`config.mk`:
```
export PLATFORM = sky130hd
export DESIGN_NAME = pushbutton_debounce_flat
export DESIGN_NICKNAME = d
export VERILOG_FILES = /design/src/rtl/pushbutton_pkg.sv /design/src/rtl/pushbutton_debounce_if.sv /design/src/rtl/sync_2ff.sv /design/src/rtl/pushbutton_debounce.sv /design/src/flat_wrapper.sv
export SDC_FILE = /design/constraint.sdc
export NUM_CORES = 1
export LEC_CHECK = 0
export BUFFER_PORTS_ARGS = -buffer_cell sky130_fd_sc_hd__buf_2
export CAP_MARGIN = 5
export CORE_MARGIN = 4
export CORE_UTILIZATION = 45
export DETAILED_ROUTE_END_ITERATION = 8
export PLACE_DENSITY = 0.7
export SETUP_SLACK_MARGIN = 0.2
export SYNTH_ARGS = -nofsm -noshare
export SYNTH_HDL_FRONTEND = slang
export SYNTH_SLANG_ARGS = --single-unit
```
`constraint.sdc`:
```
create_clock -name i_clk -period 2.91 [get_ports i_clk]
set_input_delay 0.873 -clock i_clk [delete_from_list [all_inputs] [get_ports i_clk]]
set_output_delay 0.873 -clock i_clk [all_outputs]
set_load 0.005 [all_outputs]
```
`src/rtl/pushbutton_pkg.sv`:
```
// Shared types and default timing for the KEY pushbutton conditioning path.
// Latency: none (declarations only).
// Backpressure: none (declarations only).
package pushbutton_pkg;

  // Debounce FSM: two stable states, each with a pending state that qualifies a change.
  typedef enum logic [1:0] {
    RELEASED        = 2'd0,
    PRESS_PENDING   = 2'd1,
    PRESSED         = 2'd2,
    RELEASE_PENDING = 2'd3
  } db_state_e;

  // 20 ms stable time at 50 MHz.
  localparam int unsigned DEFAULT_DEBOUNCE_CYCLES = 1_000_000;
  // 500 ms before the first auto-repeat, then 100 ms between repeats.
  localparam int unsigned DEFAULT_REPEAT_DELAY    = 25_000_000;
  localparam int unsigned DEFAULT_REPEAT_PERIOD   = 5_000_000;

endpackage

```
`src/rtl/pushbutton_debounce_if.sv`:
```
// Bundle of the raw button input and the conditioned button outputs.
// Latency: none (wiring only).
// Backpressure: none; strobes are single-cycle and must be sampled every cycle.
interface pushbutton_debounce_if;

  logic i_button;        // raw KEY, asynchronous, 0 = depressed
  logic o_pressed;       // debounced level, 1 = held
  logic o_pressPulse;    // one-cycle strobe per accepted press / auto-repeat
  logic o_releasePulse;  // one-cycle strobe per accepted release

  // Board or bench side: drives the button, observes the conditioned outputs.
  modport master (
    output i_button,
    input  o_pressed,
    input  o_pressPulse,
    input  o_releasePulse
  );

  // Debouncer side.
  modport slave (
    input  i_button,
    output o_pressed,
    output o_pressPulse,
    output o_releasePulse
  );

endinterface

```
`src/rtl/sync_2ff.sv`:
```
// Two-flop synchroniser for one asynchronous level input, reusable for any KEY or SW.
// Latency: 2 cycles from the capturing edge of the first flop.
// Backpressure: none; the output follows the input continuously.
module sync_2ff #(
  parameter logic RESET_VAL = 1'b0
) (
  input  logic i_clk,
  input  logic i_rst_n,
  input  logic i_d,
  output logic o_q
);

  logic meta_q, meta_d;
  logic sync_q, sync_d;

  // Shift the raw level through the two-stage chain.
  always_comb begin
    meta_d = i_d;
    sync_d = meta_q;
  end

  // Both stages come out of reset at the idle level so no false edge is seen.
  always_ff @(posedge i_clk) begin
    if (!i_rst_n) begin
      meta_q <= RESET_VAL;
      sync_q <= RESET_VAL;
    end else begin
      meta_q <= meta_d;
      sync_q <= sync_d;
    end
  end

  assign o_q = sync_q;

endmodule

```
`src/rtl/pushbutton_debounce.sv`:
```
// Debounces one active-low KEY into a level plus press/release strobes; define
// DEBOUNCE_AUTOREPEAT_EN to add auto-repeat press strobes while held.
// Latency: strobe in the cycle after edge k+DEBOUNCE_CYCLES+2 (k = first sync capture).
// Backpressure: none; strobes are one cycle wide and never coincide.
module pushbutton_debounce
  import pushbutton_pkg::*;
#(
  parameter int unsigned DEBOUNCE_CYCLES = DEFAULT_DEBOUNCE_CYCLES,
  parameter int unsigned REPEAT_DELAY    = DEFAULT_REPEAT_DELAY,
  parameter int unsigned REPEAT_PERIOD   = DEFAULT_REPEAT_PERIOD
) (
  input  logic                  i_clk,
  input  logic                  i_rst_n,
  pushbutton_debounce_if.slave  bus
);

  localparam int unsigned CNT_W = $clog2(DEBOUNCE_CYCLES);
  localparam logic [CNT_W-1:0] CNT_LAST = CNT_W'(DEBOUNCE_CYCLES - 1);

  // Reject configurations the counters cannot represent.
  if (DEBOUNCE_CYCLES < 2 || REPEAT_DELAY < 1 || REPEAT_PERIOD < 1) begin : g_bad_params
    $error("pushbutton_debounce: illegal timing parameter");
  end

  logic             btn_s;  // synchronised button, 0 = depressed
  logic             rpt_fire;
  db_state_e        state_q, state_d;
  logic [CNT_W-1:0] cnt_q, cnt_d;
  logic             pressed_q, pressed_d;
  logic             press_pulse_q, press_pulse_d;
  logic             release_pulse_q, release_pulse_d;

  sync_2ff #(.RESET_VAL(1'b1)) u_sync (
    .i_clk   (i_clk),
    .i_rst_n (i_rst_n),
    .i_d     (bus.i_button),
    .o_q     (btn_s)
  );

`ifdef DEBOUNCE_AUTOREPEAT_EN
  localparam int unsigned RPT_MAX = (REPEAT_DELAY > REPEAT_PERIOD) ? REPEAT_DELAY : REPEAT_PERIOD;
  localparam int unsigned RPT_W   = $clog2(RPT_MAX + 1);

  logic [RPT_W-1:0] rpt_cnt_q, rpt_cnt_d, rpt_target;
  logic             rpt_first_q, rpt_first_d;

  // Repeat timer: idle outside the held region, frozen while a release is being qualified.
  always_comb begin
    rpt_target  = rpt_first_q ? RPT_W'(REPEAT_DELAY - 1) : RPT_W'(REPEAT_PERIOD - 1);
    rpt_fire    = (state_q == PRESSED) && !btn_s && (rpt_cnt_q == rpt_target);
    rpt_cnt_d   = rpt_cnt_q;
    rpt_first_d = rpt_first_q;
    if (state_q == RELEASED || state_q == PRESS_PENDING) begin
      rpt_cnt_d   = '0;
      rpt_first_d = 1'b1;
    end else if (state_q == PRESSED && !btn_s) begin
      if (rpt_fire) begin
        rpt_cnt_d   = '0;
        rpt_first_d = 1'b0;
      end else if (rpt_cnt_q < rpt_target) begin
        rpt_cnt_d = rpt_cnt_q + RPT_W'(1);
      end
    end
  end

  // Repeat timer registers.
  always_ff @(posedge i_clk) begin
    if (!i_rst_n) begin
      rpt_cnt_q   <= '0;
      rpt_first_q <= 1'b1;
    end else begin
      rpt_cnt_q   <= rpt_cnt_d;
      rpt_first_q <= rpt_first_d;
    end
  end
`else
  assign rpt_fire = 1'b0;
`endif

  // Next state: a pending state must see DEBOUNCE_CYCLES consecutive samples of the new level.
  always_comb begin
    state_d         = state_q;
    cnt_d           = cnt_q;
    press_pulse_d   = 1'b0;
    release_pulse_d = 1'b0;
    case (state_q)
      RELEASED: begin
        if (!btn_s) begin
          state_d = PRESS_PENDING;
          cnt_d   = '0;
        end
      end
      PRESS_PENDING: begin
        if (btn_s) begin
          state_d = RELEASED;
          cnt_d   = '0;
        end else if (cnt_q == CNT_LAST) begin
          state_d       = PRESSED;
          cnt_d         = '0;
          press_pulse_d = 1'b1;
        end else if (cnt_q < CNT_LAST) begin
          cnt_d = cnt_q + CNT_W'(1);
        end
      end
      PRESSED: begin
        if (btn_s) begin
          state_d = RELEASE_PENDING;
          cnt_d   = '0;
        end else begin
          press_pulse_d = rpt_fire;
        end
      end
      RELEASE_PENDING: begin
        if (!btn_s) begin
          state_d = PRESSED;
          cnt_d   = '0;
        end else if (cnt_q == CNT_LAST) begin
          state_d         = RELEASED;
          cnt_d           = '0;
          release_pulse_d = 1'b1;
        end else if (cnt_q < CNT_LAST) begin
          cnt_d = cnt_q + CNT_W'(1);
        end
      end
      default: begin
        state_d = RELEASED;
        cnt_d   = '0;
      end
    endcase
    pressed_d = (state_d == PRESSED) || (state_d == RELEASE_PENDING);
  end

  // FSM state and registered outputs; reset discards any qualification in progress.
  always_ff @(posedge i_clk) begin
    if (!i_rst_n) begin
      state_q         <= RELEASED;
      cnt_q           <= '0;
      pressed_q       <= 1'b0;
      press_pulse_q   <= 1'b0;
      release_pulse_q <= 1'b0;
    end else begin
      state_q         <= state_d;
      cnt_q           <= cnt_d;
      pressed_q       <= pressed_d;
      press_pulse_q   <= press_pulse_d;
      release_pulse_q <= release_pulse_d;
    end
  end

  assign bus.o_pressed      = pressed_q;
  assign bus.o_pressPulse   = press_pulse_q;
  assign bus.o_releasePulse = release_pulse_q;

endmodule

```
`src/flat_wrapper.sv`:
```
// flat-port wrapper written by rule: the top's interface ports become plain ports
module pushbutton_debounce_flat import pushbutton_pkg::*;
#(
  parameter int unsigned DEBOUNCE_CYCLES = DEFAULT_DEBOUNCE_CYCLES,
  parameter int unsigned REPEAT_DELAY    = DEFAULT_REPEAT_DELAY,
  parameter int unsigned REPEAT_PERIOD   = DEFAULT_REPEAT_PERIOD
)
  (i_clk, i_rst_n, bus_i_button, bus_o_pressed, bus_o_pressPulse, bus_o_releasePulse);
  pushbutton_debounce_if bus_i ();
  input  logic i_clk;
  input  logic i_rst_n;
  input wire logic [$bits(bus_i.i_button)-1:0] bus_i_button;
  output wire logic [$bits(bus_i.o_pressed)-1:0] bus_o_pressed;
  output wire logic [$bits(bus_i.o_pressPulse)-1:0] bus_o_pressPulse;
  output wire logic [$bits(bus_i.o_releasePulse)-1:0] bus_o_releasePulse;
  assign bus_i.i_button = bus_i_button;
  assign bus_o_pressed = bus_i.o_pressed;
  assign bus_o_pressPulse = bus_i.o_pressPulse;
  assign bus_o_releasePulse = bus_i.o_releasePulse;
  pushbutton_debounce #(.DEBOUNCE_CYCLES(DEBOUNCE_CYCLES), .REPEAT_DELAY(REPEAT_DELAY), .REPEAT_PERIOD(REPEAT_PERIOD)) u_core (.i_clk(i_clk), .i_rst_n(i_rst_n), .bus(bus_i));
endmodule
```
* Yosys cells after proc, flatten, opt, wreduce, memory -nomap -nowiden *
Cells that the tools add are included.

operators by class
  $add $sub $neg = 1
  magnitude comparators = 1
  equality and inequality tests = 8
  multiplexer cells = 15
  bitwise operators = 2
  reduce and logical (&&, ||, !) cells = 5

operator list
  kind                                                             number
  20-bit 2-to-1 mux                                                6
  20-bit one-hot mux with 4 select lines                           1
  20-bit by 1-bit adder with 20-bit output, second input constant  1
  20-bit == test, second input constant                            1
  20-bit < comparator, second input constant                       1
  2-bit 2-to-1 mux                                                 6
  2-bit == test, second input constant                             4
  2-bit one-hot mux with 4 select lines                            1
  2-bit != test, second input constant                             2
  3-bit AND reduction                                              1
  3-bit OR reduction                                               1
  2-bit by 1-bit == test with 1-bit output, second input constant  1
  2-bit logical NOT                                                1
  1-bit NOT                                                        2
  2-bit AND reduction                                              1
  1-bit logical OR                                                 1
  1-bit 2-to-1 mux                                                 1

word-level totals
  register bits = 27
  bits of input ports = 3
  output and inout port bits = 3
  word-level logic and storage cells = 39

* Depth between registers and ports, before layout *
Gate-level depths: netlist of run 1.

  depth in word-level cells = 6
  gate-level depth with buffers = 7
  mapped depth without buffers = 6

* Modules after synthesis *
A second synthesis of run 1 with hierarchy kept.

unflattened totals
  cell total of the unflattened synthesis = 169
  area total of the unflattened synthesis = 1411.4 µm²

by module, submodules not included
  module               times used  cells an instance  area an instance (µm²)  seq. area each (µm²)
  pushbutton_debounce  1           165                1358.8                  480.5
  sync_2ff             1           4                  52.6                    40.0

* Worst setup path before layout of run 1 *
OpenSTA, ideal clock, no wires.

  path kind = input-to-reg
  start = in i_rst_n
  end = reg u_core.cnt_q[2]
  library setup time = 0.069 ns
  arrival = 1.661 ns
  required time = 2.841 ns
  path slack = 1.180 ns
  cell stages on the path = 4
  path buffers = 0
  cell sequence = nand3_1 a21oi_2 or4b_1 o21ai_1

RTL lines
  element                 RTL line                    text
  start: declaration      flat_wrapper.sv:11          input logic i_rst_n;
  end signal: assignment  pushbutton_debounce.sv:143  cnt_q <= cnt_d;
  end: declaration        pushbutton_debounce.sv:28   logic [CNT_W-1:0] cnt_q, cnt_d;

* Worst setup path in the final report of run 1 *
  start = reg u_core.cnt_q[9]
  end = reg u_core.cnt_q[18]

on the way
  cells in the longest elaborated chain, start to end = 5
  elaborated cells on any way between the ends = 8
  classes of those cells = 1 x add/sub; 1 x order compare; 1 x eq/ne; 5 x mux

ends and longest elaborated chain
  element                                                                                 RTL line                                                text
  20-bit by 1-bit adder with 20-bit output / 20-bit < comparator (equally long branches)  n/a
  20-bit 2-to-1 mux                                                                       pushbutton_debounce.sv:101, pushbutton_debounce.sv:121
  20-bit 2-to-1 mux (*)                                                                   pushbutton_debounce.sv:97                               end else if (cnt_q == CNT_LAST) begin
  20-bit 2-to-1 mux (on tied branches)                                                    pushbutton_debounce.sv:114, pushbutton_debounce.sv:94
  20-bit one-hot mux with 4 select lines (*)                                              pushbutton_debounce.sv:86                               case (state_q)

Every way passes the cells marked *; elsewhere a longest branch is shown, timed or not.
A chain may end at the register's enable or synchronous reset.

==> results of run 1 <==
-- worst register-to-register path: stages, from the launching register on --
cell and delay, ps:
dfxtp_1 450, o31ai_1 110, a311oi_2 660, buf_4 330, nor4b_2 80, xnor2_1 160, nor2_1 50
-- per-stage QoR --
step	power, uW	utilization	worst slack [ps]
4_1_cts	569.6	0.5034	953.9
5_1_grt	590.6	0.5034	788.5
6_report	559.8	0.5034	971.9
3_3_place_gp	404.4	0.4935	956.9
2_1_floorplan	399.1	-	1180
3_5_place_dp	405.2	0.4935	852.8
-- cells by family (layout without fill, tap and decap cells) --
logic type      Yosys count  after routing  share of synthesized area
buf+inv                  10             15                    0.03766
xor+xnor                 17             17                     0.1177
simple gates             83             83                     0.3625
compound gates            9              9                    0.05084
mux                       2              2                    0.01507
fa+ha+maj                 1              1                   0.009415
flops                    27             27                     0.4068
-- final cells by class --
| type | instances | area (um2) |
|---|---|---|
| timing repair buffer | 7 | 40.04 |
| inverter | 4 | 15.01 |
| tap | 31 | 38.79 |
| clock buffer | 3 | 22.52 |
| multi-input combinational | 112 | 738.2 |
| sequential | 27 | 540.5 |
| fill | 271 | 1381 |
| clock inverter | 1 | 5.005 |
-- routing by layer --
| metal | track usage | vias up |
|---|---|---|
| li1 | - | 532 |
| met1 | 0.1909 | 478 |
| met2 | 0.2034 | 9 |
| met3 | 0.02883 | 2 |
| met4 | 0.05305 | 0 |
| met5 | 0 | - |
-- cell usage in the layout (no fill, tap or decap), types with 2 or more instances in the layout --
master    Yosys  routed
a21oi_1       2       2
and2_1        2       2
and3_1        3       3
and4_1        2       2
buf_2         1       5
buf_4         1       2
clkbuf_4      0       3
dfxtp_1      27      27
inv_1         4       4
mux2i_1       2       2
nand2_1      10      10
nand2b_1      3       3
nand3_1      11      11
nand4_1       3       3
nor2_1       22      22
nor3_1       11      11
nor3b_1       2       2
nor4_1        4       4
nor4_2        3       3
nor4b_2       2       2
o31ai_1       2       2
xnor2_1      16      16
-- state kept, by name, indices dropped and copies added (netlist names) --
| name | flops |
|---|---|
| u_core.bus.o_pressed | 1 |
| u_core.cnt_q | 20 |
| u_core.bus.o_pressPulse | 1 |
| u_core.u_sync.o_q | 1 |
| u_core.u_sync.meta_q | 1 |
| u_core.state_q | 2 |
| u_core.bus.o_releasePulse | 1 |
-- power breakdown --
| part | switching (uW) | total (uW) | leakage (uW) | internal, uW |
|---|---|---|---|---|
| clock | 111 | 163 | 0.0000177 | 51.5 |
| sequential | 2.41 | 375 | 0.000218 | 372 |
| combinational | 15.5 | 22.3 | 0.000219 | 6.79 |
| total | 129 | 560 | 0.000455 | 431 |
-- final timing paths --
| check | cells past startpoint | startpoint | to | slack [ps] |
|---|---|---|---|---|
| worst max-delay path | 6 | u_core.cnt_q[9]$_SDFFE_PN0P_ | u_core.cnt_q[18]$_SDFFE_PN0P_ | 970 |
| worst min-delay path | 1 | u_core.u_sync.meta_q$_SDFF_PN1_ | u_core.u_sync.o_q$_SDFF_PN1_ | 430 |
| worst max register to register | 6 | u_core.cnt_q[9]$_SDFFE_PN0P_ | u_core.cnt_q[18]$_SDFFE_PN0P_ | 970 |
| worst min register to register | 1 | u_core.u_sync.meta_q$_SDFF_PN1_ | u_core.u_sync.o_q$_SDFF_PN1_ | 430 |
==> results.py, run 1 <==
metrics = {
    "floorplanning": {
        "fp.dieH_um": 62.34,
        "die_area_mm2": 0.003886,
        "fp.dieW_um": 62.34,
        "core_mm2": 0.002781,
        "io_pins": 6,
        "rows": 19,
        "start_util": 0.4777,
    },
    "placement": {
        "dpl-instance-area_mm2": 0.001373,
        "portBuffers": 5,
        "place.gp.congestion": 0.8046,
        "hpwl_um": 1710,
        "dp_cells": 181,
    },
    "power_and_ir_drop": {
        "p_per_area_mw_per_mm2": 399.9,
        "p_leak_uw": 0.0004546,
        "vdd_drop_max_uv": 227.8,
    },
    "clock_tree": {
        "cts_buffers": 3,
        "cts_max_level": 1,
        "clkSlewWorstSetupHoldPaths_ps": 150,
        "cts_setup_buffers": 0,
        "cts_tree": "done",
        "cts.repair.resized": 0,
        "clock_latency_ps": 320,
        "cts_buffer_depth": 2,
        "clock-sinks": 27,
        "ctsHoldBuffers": 0,
        "cts_root_buffer": "clkbuf_4",
    },
    "logic_synthesis": {
        "async_reset_ff_frac": 0,
        "synth_nets": 153,
        "syn_inst": 149,
        "synth_commonest_cells": "dfxtp_1, nor2_1, xnor2_1",
        "synth_cell_type_count": 35,
        "synth.area.top_cells": "dfxtp_1, xnor2_1, nor2_1, nand3_1, nor3_1",
        "yosys.area.top_type_share": 0.4068,
        "syn_avg_cell_area_um2": 8.918,
        "synth_edf_count": 0,
        "yosysWarnings": 0,
        "synth_most_common_cell": "dfxtp_1",
        "ys_seq_area_frac": 0.4068,
        "yosysTopAreaCell": "dfxtp_1",
        "synth_ff_type": "dfxtp_1",
        "ys_ff_latch": 27,
        "syn_area_mm2": 0.001329,
    },
    "route": {
        "drcViolationCount": 0,
        "wirelength_um": 2390,
        "wire_per_inst_um": 12.92,
        "detailroute.via_count": 1021,
        "wl_met1_um": 1204,
        "highest_layer": "met4",
        "drtAntennaViolNets": 0,
        "viasPerCell": 5.519,
        "wl_met2_um": 1114,
        "drtIter0Drc": 19,
        "routed-wl-met3_um": 50,
        "drt_pass1_iterations": 4,
    },
    "grt": {
        "grt_pass1_vias": 975,
        "gr-total-overflow": 0,
        "grt_pass1_wl_um": 4478,
        "antenna_found_initial": 0,
        "grt_start_max_net_pins": 19,
        "grtUsageTotal": 0.1363,
    },
    "setup_path": {
        "crit_path_end_kind": "flip-flop",
        "max_stage_delay_ps": 660,
        "worst_setup_path_start_kind": "flip-flop",
        "path_class": "flip-flop to flip-flop",
        "crit_buf_inv": 1,
        "arrival_ps": 2150,
        "cp_max_fo": 14,
        "critical_path.top_delay_family": "compound AO/OA/AOI/OAI gates",
        "cp.required_ps": 3120,
        "path_cells": "o31ai_1 -> a311oi_2 -> buf_4 -> nor4b_2 -> xnor2_1 -> nor2_1",
        "cpMaxStageDelayCell": "a311oi_2",
    },
    "layout": {
        "finalNonFillerCells": 185,
        "final_nets": 159,
        "fin_area_mm2": 0.001400,
        "diodes": 0,
        "drive_gt1_frac": 0.1364,
        "area.growth.synth_to_final_pct": 5.367,
    },
    "timing": {
        "slew_headroom": 0.5377,
        "tightest_slew_ps": 693.4,
        "rsz0062_at_grt": "no",
        "min_period_ps": 1938,
        "setup_viol": 0,
        "fin_skew_ps": 6.900,
        "fmax_mhz": 516.0,
        "fin_crit_sh": 0.6660,
        "whs_ps": 427.9,
        "slew_violations": 0,
        "hold_violations": 0,
        "setup_tns_ps": 0,
    },
    "run_status": {
        "status": "finished clean",
    },
    "hold_path": {
        "worst_hold_path_type": "flip-flop to flip-flop",
    },
    "flow_run": {
        "cap_violations": 0,
    },
}
Note: power is estimated with default switching activity, not from simulation.
==> inputs of run 2 (changes only) <==
==> constraint.sdc (replaced) <==
create_clock -name i_clk -period 1.95 [get_ports i_clk]
set_input_delay 0.585 -clock i_clk [delete_from_list [all_inputs] [get_ports i_clk]]
set_output_delay 0.585 -clock i_clk [all_outputs]
set_load 0.005 [all_outputs]
==> run 2 against run 1 <==
  * Design area increased by 9.4%
  * Cell count is 2.7% higher
  * Via count up 6.2%
  * Sequential power grew 49%
  * Sequential share of layout area down 2.7 points
  * Hold slack gained 4.7 ps
  * Largest power group unchanged
==> results.py, run 2 (synthesis results as in run 1) <==
metrics = {
    "run_status": {
        "status": "finished clean",
    },
    "hold_path": {
        "min_from": "bus_i_button",
        "worst_hold_path_type": "input port to flip-flop",
    },
    "layout": {
        "fillers": 257,
        "diodes": 0,
        "final_common_cell": "nor2_1",
        "top_regs": "u_core.cnt_q (20), u_core.state_q (2)",
        "largest_reg_flops": 20,
        "drive_gt1_frac": 0.2642,
        "final_nets": 164,
        "area.growth.synth_to_final_pct": 15.25,
        "top_register": "u_core.cnt_q",
        "fin_area_mm2": 0.001531,
        "most-common-layout-cells": "nor2_1, dfxtp_1, xnor2_1",
    },
    "setup_path": {
        "crit_path_end_kind": "flip-flop",
        "arrival_ps": 1910,
        "cp.required_ps": 2170,
        "cp_max_fo": 9,
        "critPathLaunch": "u_core.cnt_q[15]$_SDFFE_PN0P_",
        "path_class": "flip-flop to flip-flop",
        "timing.rr.start": "u_core.cnt_q[15]$_SDFFE_PN0P_",
        "worst_setup_path_start_kind": "flip-flop",
    },
    "clock_tree": {
        "ctsHoldBuffers": 0,
        "cts_buffers": 3,
        "clock-sinks": 27,
        "clkSlewWorstSetupHoldPaths_ps": 150,
        "cts_root_buffer": "clkbuf_4",
        "cts_tree": "done",
        "cts_max_level": 1,
        "cts_buffer_depth": 2,
        "clock_latency_ps": 320,
    },
    "floorplanning": {
        "io_pins": 6,
        "start_util": 0.4777,
        "fp.dieW_um": 62.34,
        "core_mm2": 0.002781,
        "rows": 19,
        "fp.dieH_um": 62.34,
        "die_area_mm2": 0.003886,
    },
    "timing": {
        "setup_viol": 0,
        "tightest_slew_ps": 716.6,
        "slew_violations": 0,
        "rsz0062_at_grt": "yes",
        "hold_violations": 0,
        "fmax_mhz": 592.5,
        "min_period_ps": 1688,
        "slew_headroom": 0.5218,
        "fin_crit_sh": 0.8655,
        "setup_slack_ps": 262.2,
        "fin_skew_ps": 9.484,
        "setup_tns_ps": 0,
    },
    "placement": {
        "place_ws_ps": 18.39,
        "dpl-instance-area_mm2": 0.001380,
        "place.gp.congestion": 0.8390,
        "hpwl_um": 1765,
        "portBuffers": 5,
    },
    "route": {
        "drcViolationCount": 0,
        "routed-wl-met3_um": 49,
        "viasPerCell": 5.705,
        "detailroute.via_count": 1084,
        "drtIter0Drc": 24,
        "wirelength_um": 2569,
        "wl_met2_um": 1288,
        "highest_layer": "met4",
        "drt_pass1_iterations": 4,
        "wire_per_inst_um": 13.52,
        "wl_met1_um": 1200,
        "drtAntennaViolNets": 0,
    },
    "power_and_ir_drop": {
        "p_leak_uw": 0.0004822,
        "vdd_drop_max_uv": 373.7,
        "p_per_area_mw_per_mm2": 552.1,
        "power.total_uw": 845.5,
    },
    "grt": {
        "grt_pass1_vias": 1016,
        "antenna_found_initial": 0,
        "grt_start_max_net_pins": 17,
        "gr-total-overflow": 0,
        "grtUsageTotal": 0.1324,
        "grt_pass1_wl_um": 4388,
    },
    "flow_run": {
        "cap_violations": 0,
    },
}
run 2: cell count changes in the layout (fill, tap and decap cells not counted), sizes merged:
cell	delta
buf	+5
clkinv	-1
clkinvlp	+1
run 2: critical path: stages, from the launching register on:
cell      delay [ps]
dfxtp_2          380
nor4_4           330
a311oi_2         150
buf_4            200
nor4_2           300
xnor2_1          160
nor2_1            60
run 2: per-layer routing:
metal / global-route usage / vias to the layer above
met3: 0.02162 / 4
li1: - / 544
met2: 0.2332 / 10
met4: 0.03979 / 0
met5: 0 / -
met1: 0.1637 / 526
run 2: path summary, 6_finish.rpt:
kind	slack [ps]	end	cells past startpoint
setup / recovery	260	u_core.cnt_q[13]$_SDFFE_PN0P_	6
hold / removal	430	u_core.u_sync.meta_q$_SDFF_PN1_	2
hold reg to reg	440	u_core.u_sync.o_q$_SDFF_PN1_	1
setup reg to reg	260	u_core.cnt_q[13]$_SDFFE_PN0P_	6
run 2: cell type report:
class / instances / area [um2] / area share
clock inverter: 1 / 7.507 / 0.004902
inverter: 4 / 15.01 / 0.009804
clock buffer: 3 / 22.52 / 0.01471
multi-input combinational: 112 / 817.0 / 0.5335
timing repair buffer: 12 / 81.33 / 0.05310
tap: 31 / 38.79 / 0.02533
sequential: 27 / 549.3 / 0.3587
run 2: report_power, final:
part	internal, uW	total [uW]	switching [uW]	leakage, uW
Sequential	556	560	4.35	0.000221
Clock	78.3	241	162	0.0000139
Combinational	17.6	44.6	27.1	0.000248
Total	652	846	194	0.000482
run 2: what timing repair did:
item                       CTS  global route
setup endpoints to repair   18            23
resized for setup            2            19
buffers inserted             2             2
pin swaps                    1             3
run 2: through the flow:
stage | std cells | utilization | hold WS (ps)
global route | 190 | 0.5506 | 402.4
detailed placement | 182 | 0.4962 | 412.9
floorplan | 149 | - | 386.3
global placement | 182 | 0.4962 | 396.4
finish | 190 | 0.5506 | 432.6
CTS | 188 | 0.5164 | 426.3
